--- config.mk ---
export PLATFORM = sky130hd
export DESIGN_NAME = wave_read_arbiter
export DESIGN_NICKNAME = d
export VERILOG_FILES = /design/src/rtl/wave_read_arbiter.sv
export SDC_FILE = /design/constraint.sdc
export NUM_CORES = 1
export LEC_CHECK = 0
export CAP_MARGIN = 20
export CORE_ASPECT_RATIO = 0.5
export CORE_UTILIZATION = 31
export CTS_CLUSTER_SIZE = 40
export DETAILED_ROUTE_END_ITERATION = 6
export DONT_BUFFER_PORTS = 1
export GPL_TIMING_DRIVEN = 0
export SLEW_MARGIN = 10
export SYNTH_ARGS = -nofsm -noshare
export SYNTH_HDL_FRONTEND = slang
export SYNTH_SLANG_ARGS = --single-unit
--- constraint.sdc ---
create_clock -name clk_in -period 16.1 [get_ports clk_in]
set_input_delay 3.22 -clock clk_in [delete_from_list [all_inputs] [get_ports clk_in]]
set_output_delay 3.22 -clock clk_in [all_outputs]
set_load 0.03 [all_outputs]
--- src/rtl/wave_read_arbiter.sv ---
// Shares the wave BRAM read port among oscillators, visualiser and debugger; round-robin oscillators, then viz, then debug.
// Latency: request in cycle c -> bram_en_out in c+1 -> data/valid in c+2+BRAM_LATENCY.
// Backpressure: bram_busy_in blocks new grants and holds pending requests; reads already in flight always return.
// Optional feature macro: STARVATION_GUARD_EN (viz/debug starvation counters that can pre-empt the oscillators).
module wave_read_arbiter #(
  parameter int NUM_OSCILLATORS = 4,
  parameter int SAMPLE_WIDTH    = 16,
  parameter int WW_WIDTH        = 18,
  parameter int BRAM_LATENCY    = 2,
  parameter int STARVE_LIMIT    = 64
) (
  input  logic                                 clk_in,
  input  logic                                 rst_in,
  input  logic [WW_WIDTH-1:0]                  wave_width_in,
  input  logic                                 bram_busy_in,
  input  logic [NUM_OSCILLATORS-1:0]           osc_req_in,
  input  logic [NUM_OSCILLATORS*WW_WIDTH-1:0]  osc_index_in,
  output logic [NUM_OSCILLATORS*SAMPLE_WIDTH-1:0] osc_data_out,
  output logic [NUM_OSCILLATORS-1:0]           osc_valid_out,
  input  logic                                 viz_req_in,
  input  logic [WW_WIDTH-1:0]                  viz_index_in,
  output logic [SAMPLE_WIDTH-1:0]              viz_data_out,
  output logic                                 viz_valid_out,
  input  logic                                 debug_req_in,
  input  logic [WW_WIDTH-1:0]                  debug_index_in,
  output logic [SAMPLE_WIDTH-1:0]              debug_data_out,
  output logic                                 debug_valid_out,
  output logic [WW_WIDTH-1:0]                  bram_addr_out,
  output logic                                 bram_en_out,
  input  logic [SAMPLE_WIDTH-1:0]              bram_data_in
);

  // Requester ids: oscillators 0..N-1, then viz, then debug.
  localparam int NUM_REQ   = NUM_OSCILLATORS + 2;
  localparam int VIZ_ID    = NUM_OSCILLATORS;
  localparam int DBG_ID    = NUM_OSCILLATORS + 1;
  localparam int ID_W      = $clog2(NUM_REQ);
  localparam int PTR_W     = (NUM_OSCILLATORS > 1) ? $clog2(NUM_OSCILLATORS) : 1;
  localparam int TAG_DEPTH = BRAM_LATENCY + 1;

  logic [NUM_REQ-1:0]  req_all;
  logic [NUM_REQ-1:0]  pending;
  logic [NUM_REQ-1:0]  active;
  logic [WW_WIDTH-1:0] req_index  [NUM_REQ];
  logic [WW_WIDTH-1:0] held_index [NUM_REQ];
  logic [WW_WIDTH-1:0] eff_index  [NUM_REQ];

  logic [PTR_W-1:0]    rr_ptr;
  logic [PTR_W-1:0]    rr_next;
  logic                gnt_vld;
  logic                gnt_osc;
  logic [ID_W-1:0]     gnt_id;
  logic [WW_WIDTH-1:0] gnt_addr;
  int                  cand;

  logic [TAG_DEPTH-1:0] tag_vld;
  logic [ID_W-1:0]      tag_id [TAG_DEPTH];

  logic viz_starved;
  logic dbg_starved;

  // Flatten all requesters into one id space; an incoming index overrides the held one.
  always_comb begin
    req_all = {debug_req_in, viz_req_in, osc_req_in};
    for (int i = 0; i < NUM_OSCILLATORS; i++) begin
      req_index[i] = osc_index_in[i*WW_WIDTH +: WW_WIDTH];
    end
    req_index[VIZ_ID] = viz_index_in;
    req_index[DBG_ID] = debug_index_in;
    for (int i = 0; i < NUM_REQ; i++) begin
      eff_index[i] = req_all[i] ? req_index[i] : held_index[i];
    end
    active = pending | req_all;
  end

  // Pick at most one requester: starved viz/debug, then oscillators round-robin, then viz, then debug.
  always_comb begin
    gnt_vld = 1'b0;
    gnt_osc = 1'b0;
    gnt_id  = '0;
    rr_next = rr_ptr;
    cand    = 0;
    if (!bram_busy_in) begin
      if (viz_starved && active[VIZ_ID]) begin
        gnt_vld = 1'b1;
        gnt_id  = ID_W'(VIZ_ID);
      end else if (dbg_starved && active[DBG_ID]) begin
        gnt_vld = 1'b1;
        gnt_id  = ID_W'(DBG_ID);
      end
      for (int k = 0; k < NUM_OSCILLATORS; k++) begin
        cand = int'(rr_ptr) + k;
        if (cand >= NUM_OSCILLATORS) cand = cand - NUM_OSCILLATORS;
        if (!gnt_vld && active[cand]) begin
          gnt_vld = 1'b1;
          gnt_osc = 1'b1;
          gnt_id  = ID_W'(cand);
          rr_next = (cand == NUM_OSCILLATORS - 1) ? '0 : PTR_W'(cand + 1);
        end
      end
      if (!gnt_vld && active[VIZ_ID]) begin
        gnt_vld = 1'b1;
        gnt_id  = ID_W'(VIZ_ID);
      end else if (!gnt_vld && active[DBG_ID]) begin
        gnt_vld = 1'b1;
        gnt_id  = ID_W'(DBG_ID);
      end
    end
    // Out-of-range (including an empty wave) reads sample 0.
    gnt_addr = (eff_index[gnt_id] >= wave_width_in) ? '0 : eff_index[gnt_id];
  end

  // Capture requests, issue the granted read and advance the round-robin pointer.
  always_ff @(posedge clk_in) begin
    if (rst_in) begin
      pending       <= '0;
      rr_ptr        <= '0;
      bram_en_out   <= 1'b0;
      bram_addr_out <= '0;
      for (int i = 0; i < NUM_REQ; i++) held_index[i] <= '0;
    end else begin
      for (int i = 0; i < NUM_REQ; i++) begin
        // A request that was already waiting and re-asserts on its grant cycle earns one more read;
        // a fresh request granted on its own cycle is consumed by that grant.
        if (gnt_vld && gnt_id == ID_W'(i)) pending[i] <= pending[i] & req_all[i];
        else                               pending[i] <= pending[i] | req_all[i];
        if (req_all[i]) held_index[i] <= req_index[i];
      end
      bram_en_out <= gnt_vld;
      if (gnt_vld) bram_addr_out <= gnt_addr;
      if (gnt_osc) rr_ptr <= rr_next;
    end
  end

  // Carry requester tags alongside the BRAM pipeline and steer returning data to its owner.
  always_ff @(posedge clk_in) begin
    if (rst_in) begin
      tag_vld         <= '0;
      osc_data_out    <= '0;
      osc_valid_out   <= '0;
      viz_data_out    <= '0;
      viz_valid_out   <= 1'b0;
      debug_data_out  <= '0;
      debug_valid_out <= 1'b0;
      for (int k = 0; k < TAG_DEPTH; k++) tag_id[k] <= '0;
    end else begin
      tag_vld[0] <= gnt_vld;
      tag_id[0]  <= gnt_id;
      for (int k = 1; k < TAG_DEPTH; k++) begin
        tag_vld[k] <= tag_vld[k-1];
        tag_id[k]  <= tag_id[k-1];
      end
      osc_valid_out   <= '0;
      viz_valid_out   <= 1'b0;
      debug_valid_out <= 1'b0;
      if (tag_vld[TAG_DEPTH-1]) begin
        for (int i = 0; i < NUM_OSCILLATORS; i++) begin
          if (tag_id[TAG_DEPTH-1] == ID_W'(i)) begin
            osc_data_out[i*SAMPLE_WIDTH +: SAMPLE_WIDTH] <= bram_data_in;
            osc_valid_out[i] <= 1'b1;
          end
        end
        if (tag_id[TAG_DEPTH-1] == ID_W'(VIZ_ID)) begin
          viz_data_out  <= bram_data_in;
          viz_valid_out <= 1'b1;
        end
        if (tag_id[TAG_DEPTH-1] == ID_W'(DBG_ID)) begin
          debug_data_out  <= bram_data_in;
          debug_valid_out <= 1'b1;
        end
      end
    end
  end

`ifdef STARVATION_GUARD_EN
  localparam int CNT_W = $clog2(STARVE_LIMIT + 1);
  logic [CNT_W-1:0] viz_wait;
  logic [CNT_W-1:0] dbg_wait;

  assign viz_starved = (viz_wait == CNT_W'(STARVE_LIMIT));
  assign dbg_starved = (dbg_wait == CNT_W'(STARVE_LIMIT));

  // Count cycles viz/debug sit waiting; saturate at the limit, clear when served.
  always_ff @(posedge clk_in) begin
    if (rst_in) begin
      viz_wait <= '0;
      dbg_wait <= '0;
    end else begin
      if (gnt_vld && gnt_id == ID_W'(VIZ_ID)) viz_wait <= '0;
      else if (active[VIZ_ID] && !viz_starved) viz_wait <= viz_wait + 1'b1;
      if (gnt_vld && gnt_id == ID_W'(DBG_ID)) dbg_wait <= '0;
      else if (active[DBG_ID] && !dbg_starved) dbg_wait <= dbg_wait + 1'b1;
    end
  end
`else
  assign viz_starved = 1'b0;
  assign dbg_starved = 1'b0;
`endif

endmodule

# Word-level counts from Yosys, hierarchy flattened
# Memories as Yosys holds them, arrays and structs flattened.
# Index checks and enable logic that the tools add are counted.
word_totals:
  ff_bits: 132
  ramBits: 117
  out_inout_bits: 121
  wordCells: 208
  n_memories: 2
mem_list:
  columns: ["memory", "depth", "width", "rd", "rd_ports_with_merged_regs", "write_ports", "line", "source"]
  rows:
  - ["held_index", 6, 18, 6, 0, 6, "45", "logic [WW_WIDTH-1:0] held_index [NUM_REQ];"]
  - ["tag_id", 3, 3, 3, 0, 3, "57", "logic [ID_W-1:0] tag_id [TAG_DEPTH];"]
classes:
  add_sub_neg: 11
  n_lt_le_gt_ge: 10
  eq_ne: 14
  n_mux: 104
  bitwise_logic: 25
  n_reduce_logical: 28
ops:
  columns: ["op", "count"]
  rows:
  - ["$mux W18", 15]
  - ["$mux W32", 8]
  - ["$eq A32 B3 Y1 const B", 4]
  - ["$lt A32 B5 Y1 const B", 4]
  - ["$mux W1", 58]
  - ["$bmux W18 S3", 1]
  - ["$mux W3", 10]
  - ["$ge A18 B18 Y1", 1]
  - ["$mux W2", 8]
  - ["$or A1 B1 Y1", 15]
  - ["$bmux W1 S3", 4]
  - ["$eq A3 B2 Y1 const B", 4]
  - ["$eq A3 B3 Y1 const B", 4]
  - ["$logic_and A1 B1 Y1", 12]
  - ["$reduce_and A2 Y1", 6]
  - ["$sub A3 B3 Y4 const B", 3]
  - ["$ge A3 B3 Y1 const B", 3]
  - ["$add A2 B2 Y2 const B", 4]
  - ["$add A2 B2 Y3 const B", 2]
  - ["$and A1 B1 Y1", 6]
  - ["$eq A3 B1 Y1 const B", 2]
  - ["$logic_not A3 Y1", 2]
  - ["$or A6 B6 Y6", 1]
  - ["$logic_not A1 Y1", 5]
  - ["9 further kinds", 10]

# Longest topological paths before layout
depth:
  depth_word: 32
  ltp_mapped: 24
  mapped_depth_nobuf: 18

# Least setup slack after synthesis
# No wires, ideal clock.
synth_path:
  kind: "input -> register"
  start: "in osc_req_in[2]"
  end: "reg bram_addr_out[10]"
  setup_ps: 60
  arrival_ps: 7244
  required_ps: 16040
  path_slack_ps: 8796
  path_stages: 17
  path_cell_list: "buf_6 -> or2_4 -> mux4_2 -> o32a_4 -> a211oi_4 -> buf_6 -> o211ai_1 -> o221a_2 -> ha_1 -> nand2b_1 -> a21o_1 -> a21o_1 -> a21oi_1 -> o21ai_0 -> a211oi_1 -> clkbuf_1 -> a22o_1"
synth_between:
  elab_chain_cells: 30
  elab_cells_between_ends: 48
  classes_between: "order compare: 1; mux: 35; bitwise: 2; reduce/logical: 10"
synth_rtl:
  columns: ["item", "line", "source"]
  rows:
  - ["start, declared", "16", "input logic [NUM_OSCILLATORS-1:0] osc_req_in,"]
  - ["$or A6 B6 Y6", "73", "active = pending | req_all;"]
  - ["$bmux W1 S3", "94", "if (!gnt_vld && active[cand]) begin"]
  - ["$mux W1 (implied by the code) (2 in a row)", "94", null]
  - ["$logic_and A1 B1 Y1", "94", null]
  - ["$mux W1", "94", null]
  - ["$mux W1", "83", "if (!bram_busy_in) begin"]
  - ["$logic_not A1 Y1", "94", null]
  - ["$logic_and A1 B1 Y1", "94", null]
  - ["(+12 left out)", null, null]
  - ["$mux W3", "104", "end else if (!gnt_vld && active[DBG_ID]) begin"]
  - ["$mux W3", "101", "if (!gnt_vld && active[VIZ_ID]) begin"]
  - ["$mux W3", "83", null]
  - ["$not A3 Y4 (implied by the code)", "110", "gnt_addr = (eff_index[gnt_id] >= wave_width_in) ? '0 : eff_index[gnt_id];"]
  - ["$bmux W18 S3", "110", null]
  - ["$mux W18 (implied by the code) (2 in a row)", "110", null]
  - ["$ge A18 B18 Y1", "110", null]
  - ["$mux W18", "110", null]
  - ["end signal, assigned", "130", "if (gnt_vld) bram_addr_out <= gnt_addr;"]
  - ["end, declared", "28", "output logic [WW_WIDTH-1:0] bram_addr_out,"]
# Several ways; a longest one is shown, not always the timed one. The select of a mux whose other input is x is not followed.
# A chain may end at the register's enable or synchronous reset.

# Final worst setup path
layout_path:
  start: "in osc_req_in[2]"
  end: "reg bram_addr_out[13]"
# Same word-level chain as after synthesis.

==> impl_metrics.toml <==
[power_and_ir_drop]
power_leakage_nw = 5.063
p_per_area_nw_per_um2 = 131.8
finalPower_mw = 1.779
max-vdd-ir-drop_mv = 0.07001

[synth]
synthArstFlopShare = 0
synth_cell_type_count = 59
synthCells = 1413
synth_warnings = 0
synth_seq_cells = 248
avgSynthCellArea_um2 = 8.532
synth_top_area_share = 0.2690
yosys_most_used_dff = "dfxtp_1"
synth_top_area_cell = "edfxtp_1"
ys_seq_area_frac = 0.5015
netlist_area_um2 = 12060
syn_nets = 1587
synthTopCellsByArea = "edfxtp_1 (27%), dfxtp_1 (23%), nand2_1 (9.8%)"
synth_edf_count = 108

[worst_setup_path]
cp.required_ns = 16.59
reg2reg_depth = 23
start_kind = "primary input"
critical_path_class = "primary input to flop"
r2r_setup_slack_ns = 10.08
r2r-start = "rr_ptr[0]"
end_kind = "flop"
cp_max_fo = 10
crit_arrival_ns = 7.61
r2r_end = "bram_addr_out[13]"

[clocking]
cts_max_level = 1
cts_resized = 0
post_cts_buffers = 0
path_clk_slew_ns = 0.06
insertion_delay_ns = 0.55
hold_buffers = 0
clockBufferDepth = 3
cts_root_buf = "clkbuf_16"
cts_tree = "yes"
cts_buffers = 25
cts.sinks = 248

[grt]
grt_pass1_vias = 9176
antenna_found_initial = 2
grt.overflow.total = 0
grt_usage = 0.1921
grt_pass1_wl_um = 57410
grt_max_degree = 19

[placed_design]
gp_congestion = 0.8800
place_inst = 1933
hpwl_um = 30030
port_buffers = 0
post_dp_cell_area_um2 = 12710

[layout]
drive_above_1_share = 0.06717
postLayoutCellArea_um2 = 13500
layout_common_cells = "nand2_1 (314), nor2_1 (169), dfxtp_1 (140), o21ai_0 (132), inv_1 (119)"
final_cells = 1980
multi_input_area_um2 = 5145
layout_commonest_cell = "nand2_1"
area_delta_synth_final_pct = 11.96
regArea_um2 = 6046
nFillCells = 3962
nNetsFinal = 1615

[sta]
period_share = 0.4421
finalClockSkew_ns = 0.02561
drv_slew = 0
max_freq_mhz = 140.5
rsz0062_at_grt = "false"
finalSetupTns_ns = 0
period_needed_ns = 7.118
hold_viol_final = 0
worstMarginPinSlew_ns = 1.002
max_slew_margin = 0.3271
setup_viol = 0

[min_path]
min_to = "tag_id[0][6]"
holdPathStages = 1
hold_path.class = "flop to flop"
hold_start = "tag_id[0][3]"

[die]
core_um2 = 37850
dieArea_um2 = 39730
initial_core_util = 0.3185
io_pins = 272
dieHeight_um = 141.4
die_w_um = 280.9
row_count = 50

[run_status]
status = "finished, final reports clean"

[routing]
route.final.wire_length_um = 39530
viasPerCell = 5.037
drc = 0
antenna_left = 0
vias = 9974
first_iter_violations = 928
drtPass1Iterations = 5
avgRoutedWirePerCell_um = 19.96

[job]
drv_cap = 0
critical path: stages:
cell      delay [ns]
buf_6           0.11
or2_4           0.26
mux4_2          0.53
o211ai_2        0.12
a41o_1          0.26
buf_4           0.20
o21bai_4        0.11
buf_4           0.21
mux2i_1         0.17
o221a_2         0.35
ha_1            0.27
nand2b_1        0.15
a21o_1          0.18
a21o_1          0.17
a21oi_1         0.13
o21ai_0         0.12
a211oi_1        0.39
clkbuf_1        0.42
a22o_1          0.21
where the power goes:
part	switching, mW	internal [mW]	total [mW]
logic	0.283	0.173	0.456
registers	0.0467	0.699	0.745
clock network	0.256	0.321	0.578
synth_stat cells, types with 17 or more instances:
| cell type | count |
|---|---|
| a21oi_1 | 114 |
| clkbuf_1 | 67 |
| ha_1 | 23 |
| nand2_1 | 314 |
| nor2_1 | 169 |
| mux2i_1 | 31 |
| nor2b_1 | 17 |
| inv_1 | 119 |
| o21ai_0 | 132 |
| dfxtp_1 | 140 |
| a22o_1 | 18 |
| edfxtp_1 | 108 |
registers in the layout, indices dropped and copies added (netlist names):
name / cells
viz_data_out: 16
tag_id: 9
rr_ptr: 2
bram_addr_out: 18
viz_valid_out: 1
osc_data_out: 64
held_index: 108
osc_valid_out: 4
debug_data_out: 16
debug_valid_out: 1
pending: 6
tag_vld: 3
layout make-up:
type | instances | area share
Multi-Input combinational cell | 955 | 0.3812
Clock inverter | 10 | 0.005840
Buffer | 91 | 0.03096
Sequential cell | 248 | 0.4479
Clock buffer | 35 | 0.05219
Tap cell | 520 | 0.04821
Inverter | 119 | 0.03310
Timing Repair Buffer | 1 | 0.0003708
Antenna cell | 1 | 0.0001854
worst max path at each step:
stage,slack (ns),startpoint,end
floorplan,8.80,osc_req_in[2],bram_addr_out[10]
global placement,7.88,osc_req_in[2],bram_addr_out[12]
detailed placement,7.99,osc_req_in[2],bram_addr_out[11]
CTS,8.53,osc_req_in[2],bram_addr_out[11]
global route,8.73,osc_req_in[0],bram_addr_out[11]
finish,8.98,osc_req_in[2],bram_addr_out[13]
cell families after synthesis:
logic type | after synthesis | synth area share
AOI/OAI and AO/OA | 343 | 0.1850
and+or+nand+nor | 553 | 0.1860
xor gates and xnor gates | 1 | 0.0007267
buffers and inverters | 210 | 0.07172
DFF | 248 | 0.5015
muxes | 33 | 0.02948
adders and majority gates | 25 | 0.02564
per-layer routing:
layer / vias up / track usage / wire [µm]
li1: 4801 / - / -
met1: 4773 / 0.2473 / 16650
met2: 336 / 0.3211 / 18890
met3: 64 / 0.04018 / 2730
met4: 0 / 0.06414 / 1251
met5: - / 0 / 0
stage by stage:
step | utilization | hold slack [ns] | worst slack [ns]
floorplan | - | 0.4138 | 8.796
global placement | 0.3357 | 0.4179 | 7.878
detailed placement | 0.3357 | 0.4239 | 7.990
CTS | 0.3564 | 0.4394 | 8.533
global route | 0.3566 | 0.4591 | 8.733
finish | 0.3566 | 0.4345 | 8.982
No activity file was read; power rests on OpenSTA's default activity.
